`config.mk`:
```
export PLATFORM = sky130hd
export DESIGN_NAME = pwm_cmd_ctrl
export DESIGN_NICKNAME = d
export VERILOG_FILES = /design/src/rtl/pwm_cmd_ctrl.sv
export SDC_FILE = /design/constraint.sdc
export NUM_CORES = 1
export LEC_CHECK = 0
export ABC_AREA = 1
export CAP_MARGIN = 20
export CORE_ASPECT_RATIO = 0.7
export CORE_MARGIN = 2
export CORE_UTILIZATION = 45
export DETAILED_ROUTE_END_ITERATION = 16
export GPL_TIMING_DRIVEN = 0
export PLACE_DENSITY = 0.67
export SYNTH_ARGS = -nofsm -noshare
export SYNTH_HDL_FRONTEND = slang
export SYNTH_SLANG_ARGS = --single-unit
```
`constraint.sdc`:
```
create_clock -name clk -period 2.6 [get_ports clk]
set_clock_uncertainty 0.1 [all_clocks]
set_input_delay 0.26 -clock clk [delete_from_list [all_inputs] [get_ports clk]]
set_output_delay 0.26 -clock clk [all_outputs]
set_load 0.01 [all_outputs]
```
`src/rtl/pwm_cmd_ctrl.sv`:
```
// SPI command sequencer for the PWM block: parses 3-byte frames into double-buffered
// compare writes and arm/disarm commands, with a link-loss watchdog forcing failsafe.
module pwm_cmd_ctrl #(
    parameter int               N_CH     = 4,
    parameter int               CMP_W    = 16,
    parameter logic [15:0]      MAX_CMP  = 16'hFFFF,
    parameter logic [CMP_W-1:0] FAILSAFE = '0,
    parameter int               WDOG_CYC = 1_000_000
) (
    input  logic                  clk,
    input  logic                  rst_n,
    input  logic                  rx_valid,
    input  logic [7:0]            rx_byte,
    input  logic                  cs_n_s,
    input  logic                  period_tick,
    output logic [N_CH*CMP_W-1:0] cmp,
    output logic                  armed,
    output logic                  frame_err,
    output logic                  wdog_trip,
    output logic [3:0]            status
);

    typedef enum logic [1:0] {
        S_IDLE,
        S_GOT_CMD,
        S_GOT_DH,
        S_EXEC
    } state_t;

    localparam int               WD_W    = (WDOG_CYC > 2) ? $clog2(WDOG_CYC) : 1;
    localparam logic [WD_W-1:0]  WD_LAST = WD_W'(WDOG_CYC - 1);

    localparam logic [1:0] OP_WRITE = 2'b01;
    localparam logic [1:0] OP_ARM   = 2'b10;
    localparam logic [1:0] OP_BAD   = 2'b11;

    state_t              r_state;
    logic [7:0]          r_cmd;
    logic [7:0]          r_dh;
    logic [7:0]          r_dl;
    logic [CMP_W-1:0]    r_shadow [N_CH];
    logic [CMP_W-1:0]    r_cmp    [N_CH];
    logic                r_armed;
    logic                r_frame_err;
    logic                r_wdog_trip;
    logic                r_wdog_sticky;
    logic                r_err_sticky;
    logic                r_clamp_sticky;
    logic [WD_W-1:0]     r_wdog_cnt;

    logic [1:0]          w_op;
    logic [3:0]          w_ch;
    logic [15:0]         w_val;
    logic                w_cmd_ok;
    logic                w_exec_ok;
    logic                w_exec_bad;
    logic                w_abort;
    logic                w_clamp;
    logic [CMP_W-1:0]    w_wval;
    logic                w_write;
    logic                w_arm_cmd;
    logic                w_trip;

    assign w_op       = r_cmd[7:6];
    assign w_ch       = r_cmd[3:0];
    assign w_val      = {r_dh, r_dl};
    assign w_cmd_ok   = (w_op != OP_BAD) && (r_cmd[5:4] == 2'b00) &&
                        !((w_op == OP_WRITE) && ({1'b0, w_ch} >= 5'(N_CH)));
    assign w_exec_ok  = (r_state == S_EXEC) && w_cmd_ok;
    assign w_exec_bad = (r_state == S_EXEC) && !w_cmd_ok;
    assign w_abort    = cs_n_s && ((r_state == S_GOT_CMD) || (r_state == S_GOT_DH));
    assign w_clamp    = (w_val > MAX_CMP);
    assign w_wval     = w_clamp ? MAX_CMP[CMP_W-1:0] : w_val[CMP_W-1:0];
    assign w_write    = w_exec_ok && (w_op == OP_WRITE);
    assign w_arm_cmd  = w_exec_ok && (w_op == OP_ARM);
    // A valid frame executing in the same cycle always pre-empts a watchdog trip.
    assign w_trip     = r_armed && !w_exec_ok && (r_wdog_cnt == WD_LAST);

    always_ff @(posedge clk or negedge rst_n) begin
        if (!rst_n) begin
            r_state <= S_IDLE;
            r_cmd   <= '0;
            r_dh    <= '0;
            r_dl    <= '0;
        end else begin
            case (r_state)
                S_IDLE: begin
                    if (rx_valid) begin
                        r_cmd   <= rx_byte;
                        r_state <= S_GOT_CMD;
                    end
                end
                S_GOT_CMD: begin
                    if (cs_n_s) begin
                        r_state <= S_IDLE;
                    end else if (rx_valid) begin
                        r_dh    <= rx_byte;
                        r_state <= S_GOT_DH;
                    end
                end
                S_GOT_DH: begin
                    if (cs_n_s) begin
                        r_state <= S_IDLE;
                    end else if (rx_valid) begin
                        r_dl    <= rx_byte;
                        r_state <= S_EXEC;
                    end
                end
                default: r_state <= S_IDLE;
            endcase
        end
    end

    always_ff @(posedge clk or negedge rst_n) begin
        if (!rst_n) begin
            r_wdog_cnt <= '0;
        end else if (w_exec_ok || !r_armed || w_trip) begin
            r_wdog_cnt <= '0;
        end else begin
            r_wdog_cnt <= r_wdog_cnt + WD_W'(1);
        end
    end

    // Shadows take writes; the live compare set only moves on a period boundary
    // unless the watchdog forces everything to failsafe at once.
    always_ff @(posedge clk or negedge rst_n) begin
        if (!rst_n) begin
            for (int i = 0; i < N_CH; i++) begin
                r_shadow[i] <= FAILSAFE;
                r_cmp[i]    <= FAILSAFE;
            end
        end else if (w_trip) begin
            for (int i = 0; i < N_CH; i++) begin
                r_shadow[i] <= FAILSAFE;
                r_cmp[i]    <= FAILSAFE;
            end
        end else begin
            for (int i = 0; i < N_CH; i++) begin
                if (w_write && (w_ch == 4'(i))) begin
                    r_shadow[i] <= w_wval;
                end
                if (period_tick) begin
                    r_cmp[i] <= r_armed ? r_shadow[i] : FAILSAFE;
                end
            end
        end
    end

    always_ff @(posedge clk or negedge rst_n) begin
        if (!rst_n) begin
            r_armed        <= 1'b0;
            r_frame_err    <= 1'b0;
            r_wdog_trip    <= 1'b0;
            r_wdog_sticky  <= 1'b0;
            r_err_sticky   <= 1'b0;
            r_clamp_sticky <= 1'b0;
        end else begin
            r_frame_err <= w_abort || w_exec_bad;
            r_wdog_trip <= w_trip;
            if (w_arm_cmd) begin
                r_armed <= r_dl[0];
            end else if (w_trip) begin
                r_armed <= 1'b0;
            end
            if (w_arm_cmd && r_dl[0]) begin
                r_wdog_sticky  <= 1'b0;
                r_err_sticky   <= 1'b0;
                r_clamp_sticky <= 1'b0;
            end else begin
                if (w_trip)                 r_wdog_sticky  <= 1'b1;
                if (w_abort || w_exec_bad)  r_err_sticky   <= 1'b1;
                if (w_write && w_clamp)     r_clamp_sticky <= 1'b1;
            end
        end
    end

    for (genvar g = 0; g < N_CH; g++) begin : g_cmp
        assign cmp[g*CMP_W +: CMP_W] = r_cmp[g];
    end

    assign armed     = r_armed;
    assign frame_err = r_frame_err;
    assign wdog_trip = r_wdog_trip;
    assign status    = {r_armed, r_wdog_sticky, r_err_sticky, r_clamp_sticky};

endmodule

```
== Word level (Yosys, flattened, before mapping) ==
Index checks and enable logic that the tools add are counted.

* Bits in registers: 180
* Bits of input ports: 13

* Add/sub/neg operators: 1
* Magnitude comparators: 2
* Eq/ne operators: 13
* Muxes and demuxes: 30
* Bitwise logic cells: 1
* Reductions and logical operators: 40

{| class="wikitable"
|+ Operators by type and width
! cell !! number
|-
| 2-to-1 mux 16 bit || 13
|-
| 2-to-1 mux 64 bit || 2
|-
| adder 20 x 1 -> 20 bit (second input constant) || 1
|-
| == test 20 bit (second input constant) || 1
|-
| 2-to-1 mux 20 bit || 1
|-
| nonzero test 2 bit || 9
|-
| greater-than comparator 16 bit (second input constant) || 1
|-
| logical AND 1 bit || 16
|-
| 2-to-1 mux 2 bit || 5
|-
| AND reduction 3 bit || 3
|-
| == test 4 x 2 -> 1 bit (second input constant) || 2
|-
| 2-to-1 mux 1 bit || 8
|-
| == test 2 bit (second input constant) || 3
|-
| != test 3 bit (second input constant) || 2
|-
| one-hot mux 2 bit (3 select lines) || 1
|-
| == test 2 x 1 -> 1 bit (second input constant) || 2
|-
| == test 4 x 1 -> 1 bit (second input constant) || 1
|-
| greater-or-equal comparator 4 x 3 -> 1 bit (second input constant) || 1
|-
| logical NOT 1 bit || 4
|-
| logical NOT 2 bit || 2
|-
| logical NOT 4 bit || 1
|-
| logical OR 1 bit || 4
|-
| != test 2 bit (second input constant) || 2
|-
| AND reduction 2 bit || 1
|-
| NOT 1 bit || 1
|}

== Depth between registers and ports, before layout ==
Gate-level depths: netlist of the first run.

* Depth after elaboration: 10
* Depth in mapped cells: 11
* Depth with buffers taken out: 9

== Least setup slack after synthesis of the first run ==
OpenSTA, ideal clock, no wires.

* Path kind: reg-to-reg
* From: register r_wdog_cnt[0]
* To: register r_shadow[54] in the netlist's numbering
* Setup time: 117 ps
* Arrival time: 1577 ps
* Data required time: 2383 ps
* Path slack: 805 ps
* Stages on the path, launching flop included: 11
* Path buffers: 2
* Cells stage by stage: dfrtp_1 ha_1 inv_2 nor2_4 nand3_1 nor2_2 nand2_4 buf_6 buf_4 nand3_1 nand2_1

* Longest elaborated chain between the ends: 3
* Elaborated cells between the ends (all ways): 4

{| class="wikitable"
|+ Ends and longest elaborated chain
! element !! line !! text
|-
| start: declaration || 49 || <nowiki>logic [WD_W-1:0] r_wdog_cnt;</nowiki>
|-
| start signal: assignment || 120 || <nowiki>r_wdog_cnt <= r_wdog_cnt + WD_W'(1);</nowiki>
|-
| == test 20 bit (*) || 77 || <nowiki>assign w_trip = r_armed && !w_exec_ok && (r_wdog_cnt == WD_LAST);</nowiki>
|-
| logical AND 1 bit (*) || 77 ||
|-
| 2-to-1 mux 64 bit / nonzero test 2 bit (equally long branches) || - ||
|-
| end signal: indexed assignment || 140 || <nowiki>r_shadow[i] <= w_wval;</nowiki>
|-
| end: declaration || 41 || <nowiki>logic [CMP_W-1:0] r_shadow [N_CH];</nowiki>
|}

Mark *: on every way between the ends. The rest lies on a longest branch, timed or not.
A chain may end at the register's enable or synchronous reset.

== Worst setup path after layout of the first run ==
* From: register r_wdog_cnt[0]
* To: register r_wdog_cnt[3]

* Longest elaborated chain between the ends: 4
* Elaborated cells between the ends (all ways): 5

{| class="wikitable"
|+ Ends and longest elaborated chain
! element !! line !! text
|-
| parallel branches: the longest is 3 deep, another holds adder 20 x 1 -> 20 bit || - ||
|-
| 2-to-1 mux 20 bit (*) || 117 || <nowiki>end else if (w_exec_ok || !r_armed || w_trip) begin</nowiki>
|}

Every way passes the cells marked *.

==> results of run 1 <==
per-stage QoR:
step	setup WS [ns]	util (%)	hold slack (ns)	power (uW)
floorplan	0.805	-	-0.136	3920
global placement	-6.44	52.2	0.354	4410
detailed placement	0.436	52.4	0.174	4450
CTS	0.435	56.0	0.172	7290
global route	0.256	56.0	0.223	7570
finish	0.406	56.0	0.179	7270
repair_timing:
action / in CTS / in global routing
hold buffers: 1 / 0
endpoints found under the setup margin: 0 / 0
hold endpoints to repair: 70 / 0
cells by family after synthesis:
family                   synth area share (%)
adder cells (fa/ha/maj)                 0.753
AO/OA/AOI/OAI                            5.80
XOR/XNOR                                 1.48
buffers and inverters                    9.39
AND/OR/NAND/NOR                          28.4
flip-flops                               54.2
metal layers:
layer | vias to the layer above | GRT usage [%] | share of wire, % | wire [um]
li1 | 3262 | - | - | -
met3 | 12 | 5.75 | 7.0 | 1460
met4 | 0 | 5.23 | 0.79 | 165
met5 | - | 0 | 0 | 0
met2 | 212 | 30.3 | 42 | 8730
met1 | 3137 | 34.8 | 51 | 10600
power by group:
group	internal [uW]	switching (uW)
Sequential	3040	441
Combinational	302	644
Clock	1750	1090
critical path, stage by stage, from the launching register on:
cell	delay [ns]
sky130_fd_sc_hd__dfrtp_1	0.52
sky130_fd_sc_hd__ha_1	0.32
sky130_fd_sc_hd__inv_2	0.08
sky130_fd_sc_hd__nor2_4	0.16
sky130_fd_sc_hd__nand2_1	0.12
sky130_fd_sc_hd__inv_1	0.09
sky130_fd_sc_hd__nand3_1	0.12
sky130_fd_sc_hd__nand2_2	0.23
sky130_fd_sc_hd__buf_2	0.28
sky130_fd_sc_hd__nor2_1	0.07
final cells by class:
cell class                      count  area, um2  share of cell area, %
Buffer                             58        378                   3.74
Clock buffer                       22        464                   4.59
Clock inverter                      9        176                   1.75
Inverter                          107        402                   3.97
Multi-Input combinational cell    604       3020                   29.9
Sequential cell                   180       4500                   44.6
Tap cell                          236        295                   2.92
Timing Repair Buffer               84        863                   8.54
registers in the layout, summed over array words and instances, names as in the netlist, 2 cells and up:
signal      cells
r_dl            8
r_wdog_cnt     20
r_shadow       64
r_cmd           8
cmp            64
r_state         2
r_dh            8
final timing paths:
path                                   to  slack, ns  cells after the start
hold / removal                     cmp[3]       0.18                      3
setup reg to reg            r_wdog_cnt[3]       0.41                      9
hold reg to reg            r_clamp_sticky       0.38                      2
min in group asynchronous      r_state[1]       0.29                      2
max in group asynchronous         cmp[20]       1.20                      3
setup / recovery            r_wdog_cnt[3]       0.41                      9
placed cells by master, fill, tap and decap left out, drive strengths merged, types with 3 or more instances in the layout:
cell           instances
or2                   64
xor2                   9
buf                   37
nand2                147
nand3                215
nand4                  5
ha                     5
inv                  107
a21oi                 66
o21ai                 26
bufinv                 5
xnor2                  5
clkbuf                45
dfrtp                180
clkinv                 3
nor2                  58
clkdlybuf4s50         81
==> implementation parameters, run 1 <==
Parameter                              Value

Layout
  Filler instances ... about 1700
  Total number of nets in the final design ... 1070
  Finished Cell Area ... between 10000 and 15000 um2
  Layout overhead on the synthesized area ... 21.7%
  Final non-filler cell total ... 1300
  Number of inserted diodes ... 0
  Share of layout cells above drive strength 1 ... between 10% and 20%

Placement
  Post-detailed-placement cell area ... roughly 9500 um2
  Global placement routability congestion ... between 0.9 and 1
  Placed Cells incl. Taps ... 1268
  IO Port Bufs ... 82
  Post-DP HPWL ... between 10000 and 15000 um

Detailed routing
  Overall via count from detail_route ... 6623
  1st-iter DRT viols ... 674
  Detailed-route DRC error count ... 0
  Total wire length after detailed routing ... 20900 um
  Mean number of vias per cell ... 5.09
  Wire length per cell after detailed routing ... 16.1 um
  TritonRoute pass-1 iters ... 5
  Antenna viol nets, final ... 0

Worst hold path
  Hold path startpoint ... period_tick
  Hold/Removal Path Class ... in2reg

Timing
  Max-slew violation total from the final report ... 0
  Slew at the pin with the worst max-slew slack ... between 0.7 and 0.8 ns
  Total count of hold-check failures in the final report ... 0
  Minimum clock period after layout ... between 2 and 2.5 ns
  Setup_tns ... 0 ns
  Upper clock frequency limit ... 456 MHz
  Final clock period utilization by the worst path ... 84.4%
  Final setup violation count ... 0
  Unrepaired setup endpoints after global routing ... no
  Worst slew margin ... 53.2%

Synthesis
  Post-synthesis net count ... 967
  Area share of the largest cell type after synthesis ... 54.2%
  Number of distinct library cell variants in the gate-level netlist after synthesis ... 27
  Ys async rst share ... 100%
  Largest cells by area after synthesis ... sky130_fd_sc_hd__dfrtp_1 54%, sky130_fd_sc_hd__nand3_1 13%, sky130_fd_sc_hd__nand2_1 6.5%
  Post-synth top flop ... sky130_fd_sc_hd__dfrtp_1
  Most frequent cells after synthesis ... 214 x sky130_fd_sc_hd__nand3_1, 180 x sky130_fd_sc_hd__dfrtp_1, 143 x sky130_fd_sc_hd__nand2_1
  Total of flip-flops plus latches after synthesis ... 180
  Mean Syn Cell Area ... 8.75 um2
  Most repeated cell in the gate-level netlist after synthesis ... sky130_fd_sc_hd__nand3_1
  Count of flip-flops with a built-in enable after synthesis ... 0
  Dominant cell type by area after synthesis ... sky130_fd_sc_hd__dfrtp_1
  Register area share after synthesis ... a little over half
  Post-synthesis instance total ... approximately 950
  Yosys synthesis warning count ... 0
  Cell area after synthesis ... approximately 8300 um2

Run status
  Status ... finished, final reports clean

Floorplan
  Effective utilization at floorplan ... 46.0%
  Die extent in x ... about 170 um
  Die Area ... about 20000 um2
  Site Rows ... 41
  Core footprint ... 18100 um2
  Vert. Die Dim ... 118 um
  Top-Level Pins ... 84

Setup path
  Launching element type of the critical path ... register
  Type of element capturing the critical path ... register
  Critical path arrival ... ~2.4 ns
  Critical setup path kind ... reg2reg
  Required time of the critical path ... 2.82 ns
  FF-to-FF Start ... r_wdog_cnt[0]
  Critical path origin ... r_wdog_cnt[0]
  Maximum fanout along the worst path ... 10

Global route
  Global Route Usage Sum ... 22.1%
  First-pass GRT wire length ... about 34000 um
  Number of global-route vias before repair ... approximately 6300
  Initial antenna violation count ... 0
  Global route total overflow ... 0
  Largest net degree at the start of global routing ... 111

Clock tree
  CTS tree ... done
  Number of buffers created by CTS ... 17
  # Post-CTS Setup Buffers ... 0
  CTS-repair resized insts ... 0
  Clock Pin Slew Worst Setup and Hold Paths ... around 0.06 ns
  Clock sink count ... 180
  Clock tree buffer depth ... 2
  Clock network latency to the later pin of the worst-skew pair ... 0.43 ns
  Number of H-tree branching levels ... 4
  Buffer cell driving the clock tree root ... sky130_fd_sc_hd__clkbuf_16

Power and ir drop
  P per Cell Area ... 719 nW/um2
  IR Drop Worst-Case VDD ... 0.466 mV
  Static power due to leakage ... 0.00458 uW

Job
  Count of max-cap constraint violations ... 0
(Power assumes the default switching activity.)
==> run 2: changes to the inputs <==
Clock period 2.6 ns to 2.09 ns, I/O delays scaled along.
==> run 2 against run 1 <==
  * Wire length is 0.43% higher
  * Via count increased by 0.53%
  * Setup slack worse by 0.26 ns
  * Final cell count is 0.15% higher
  * First-iteration DRC count up 0.45%
  * Sequential power up 25%
  * Hold slack worse by 0.052 ns
  * Core utilization rose by 0.20 points
  * Maximum frequency grew 13%
  * Clock-buffer cell count did not move
  * Non-clock buffer count grew 2
  * Largest cell class unchanged
==> implementation parameters, run 2 (synthesis gave the netlist of run 1 again) <==
Parameter                              Value

Run status
  Status ... finished, final reports clean (unchanged)

Floorplan
  Core footprint ... 18100 um2 (unchanged)
  Die Area ... 19600 um2 (unchanged)
  Vert. Die Dim ... 118 um (unchanged)
  Effective utilization at floorplan ... 46.0% (unchanged)
  Site Rows ... 41 (unchanged)
  Top-Level Pins ... 84 (unchanged)
  Die extent in x ... 166 um (unchanged)

Global route
  Global Route Usage Sum ... 22.1% (unchanged)
  First-pass GRT wire length ... 34100 um (unchanged)
  Initial antenna violation count ... 0 (unchanged)
  Largest net degree at the start of global routing ... 111 (unchanged)
  Number of global-route vias before repair ... 6316 (unchanged)
  Global route total overflow ... 0 (unchanged)

Layout
  Utilization after layout ... 56.2% (was 56.0%)
  Commonest cells after routing, fill and taps aside ... 214 x sky130_fd_sc_hd__nand3_1, 179 x sky130_fd_sc_hd__dfrtp_1, 143 x sky130_fd_sc_hd__nand2_1 (was 214 x sky130_fd_sc_hd__nand3_1, 180 x sky130_fd_sc_hd__dfrtp_1, 143 x sky130_fd_sc_hd__nand2_1)
  Most common library cell in the layout ignoring fill and taps ... sky130_fd_sc_hd__nand3_1 (unchanged)
  Total number of nets in the final design ... 1072 (was 1070)
  Share of layout cells above drive strength 1 ... 14.2% (was 13.8%)
  Number of inserted diodes ... 0 (unchanged)
  Layout overhead on the synthesized area ... 22.1% (was 21.7%)

Setup path
  Critical path arrival ... 2.17 ns (was 2.41 ns)
  Required time of the critical path ... 2.31 ns (was 2.82 ns)
  Maximum fanout along the worst path ... 10 (unchanged)
  Maximum cell stage delay along the critical path ... 0.39 ns (was 0.52 ns)
  Type of element capturing the critical path ... register (unchanged)
  Slowest cell on crit path ... sky130_fd_sc_hd__dfrtp_1 (unchanged)
  Critical setup path kind ... reg2reg (unchanged)
  CP cell instances ... nor2_1, nand2_1, inv_2, nand3_2, inv_1, nand3_1, buf_4, nand3_1, nand2_1 (was ha_1, inv_2, nor2_4, nand2_1, inv_1, nand3_1, nand2_2, buf_2, nor2_1)
  Launching element type of the critical path ... register (unchanged)

Clock tree
  Clock sink count ... 180 (unchanged)
  Buffer cell driving the clock tree root ... sky130_fd_sc_hd__clkbuf_16 (unchanged)
  Clock network latency to the later pin of the worst-skew pair ... 0.43 ns (about the same)
  Clock Pin Slew Worst Setup and Hold Paths ... 0.07 ns (was 0.06 ns)
  CTS tree ... done (unchanged)
  Number of buffers created by CTS ... 17 (unchanged)
  Clock tree buffer depth ... 2 (unchanged)
  Number of H-tree branching levels ... 4 (unchanged)

Placement
  Post-DP HPWL ... 14700 um (unchanged)
  IO Port Bufs ... 82 (unchanged)
  Global placement routability congestion ... 0.908 (unchanged)
  Post-Place Setup Slack ... -0.0740 ns (was 0.436 ns)

Timing
  PnR worst setup slack ... 0.147 ns (was 0.406 ns)
  Final setup violation count ... 0 (unchanged)
  Upper clock frequency limit ... 515 MHz (was 456 MHz)
  Setup_tns ... 0 ns (unchanged)
  Max-slew violation total from the final report ... 0 (unchanged)
  Final clock period utilization by the worst path ... 93.0% (was 84.4%)
  Total count of hold-check failures in the final report ... 0 (unchanged)
  Slew at the pin with the worst max-slew slack ... 0.687 ns (was 0.702 ns)
  Unrepaired setup endpoints after global routing ... no (unchanged)
  Post-route worst hold slack ... 0.127 ns (was 0.179 ns)
  Worst slew margin ... 54.2% (was 53.2%)
  Minimum clock period after layout ... 1.94 ns (was 2.19 ns)

Detailed routing
  Total wire length after detailed routing ... 21000 um (was 20900 um)
  Mean number of vias per cell ... 5.11 (was 5.09)
  Antenna viol nets, final ... 0 (unchanged)
  Detailed-route DRC error count ... 0 (unchanged)
  Wire length per cell after detailed routing ... 16.1 um (about the same)
  TritonRoute pass-1 iters ... 4 (was 5)
  1st-iter DRT viols ... 677 (was 674)
  Overall via count from detail_route ... 6658 (was 6623)

Job
  Count of max-cap constraint violations ... 0 (unchanged)

Power and ir drop
  Static power due to leakage ... 0.00459 uW (was 0.00458 uW)
  Post-layout power ... 9090 uW (was 7270 uW)
  IR Drop Worst-Case VDD ... 0.587 mV (was 0.466 mV)
  P per Cell Area ... 897 nW/um2 (was 719 nW/um2)

Worst hold path
  Hold/Removal Path Class ... in2reg (unchanged)
[run 2: cell types whose count changed in the layout (fill, tap and decap cells not counted)]
cell / delta
sky130_fd_sc_hd__buf_2: -1
sky130_fd_sc_hd__buf_4: +2
sky130_fd_sc_hd__clkbuf_4: +1
sky130_fd_sc_hd__dfrtp_1: -1
sky130_fd_sc_hd__dfrtp_2: +1
sky130_fd_sc_hd__ha_1: -1
sky130_fd_sc_hd__ha_4: +1
sky130_fd_sc_hd__nand2_2: -1
sky130_fd_sc_hd__nand2_4: +1
[run 2: per-layer routing]
metal | GRT usage (%) | wire (um) | vias to the layer above
li1 | - | - | 3259
met5 | 0 | 0 | -
met1 | 34.8 | 10700 | 3174
met2 | 30.3 | 8720 | 210
met4 | 5.23 | 191 | 0
met3 | 5.75 | 1420 | 15
[run 2: timing repair]
action | 4_1_cts | 5_1_grt
hold endpoints to repair | 70 | 0
setup endpoints to repair | 69 | 122
hold buffers | 1 | 0
buffers inserted | 0 | 2
gates resized for setup | 1 | 4
[run 2: stage by stage]
step | instances | instance area, um2
2_1_floorplan | 949 | 8310
3_3_place_gp | 1267 | 9420
3_5_place_dp | 1268 | 9450
4_1_cts | 1300 | 10100
5_1_grt | 1302 | 10100
6_report | 1302 | 10100
[run 2: worst max-delay path: cells and delay by family (launching register included)]
kind / cells / cell delay (ns)
and+or+nand+nor: 6 / 0.79
buffers and inverters: 3 / 0.55
DFF: 1 / 0.39
[run 2: path summary, 6_finish.rpt]
path	startpoint	end	slack, ns	depth (start not counted)
setup / recovery	r_cmd[5]	r_shadow[22]	0.15	9
hold reg to reg	r_cmd[3]	r_cmd[3]	0.39	2
hold / removal	period_tick	cmp[3]	0.13	3
min in group asynchronous	rst_n	r_state[1]	0.24	2
max in group asynchronous	rst_n	r_shadow[44]	0.72	3
setup reg to reg	r_cmd[5]	r_shadow[22]	0.15	9
[run 2: layout make-up]
| type | instances | area, um2 |
|---|---|---|
| Fill cell | 1660 | 7920 |
| Sequential cell | 180 | 4510 |
| Multi-Input combinational cell | 604 | 3040 |
| Timing Repair Buffer | 86 | 878 |
| Clock buffer | 22 | 464 |
| Inverter | 107 | 402 |
| Buffer | 58 | 380 |
| Tap cell | 236 | 295 |
| Clock inverter | 9 | 176 |
[run 2: power breakdown]
| part | internal [uW] | switching, uW |
|---|---|---|
| clock | 2180 | 1360 |
| combinational | 406 | 813 |
| sequential | 3780 | 555 |
| total | 6370 | 2730 |
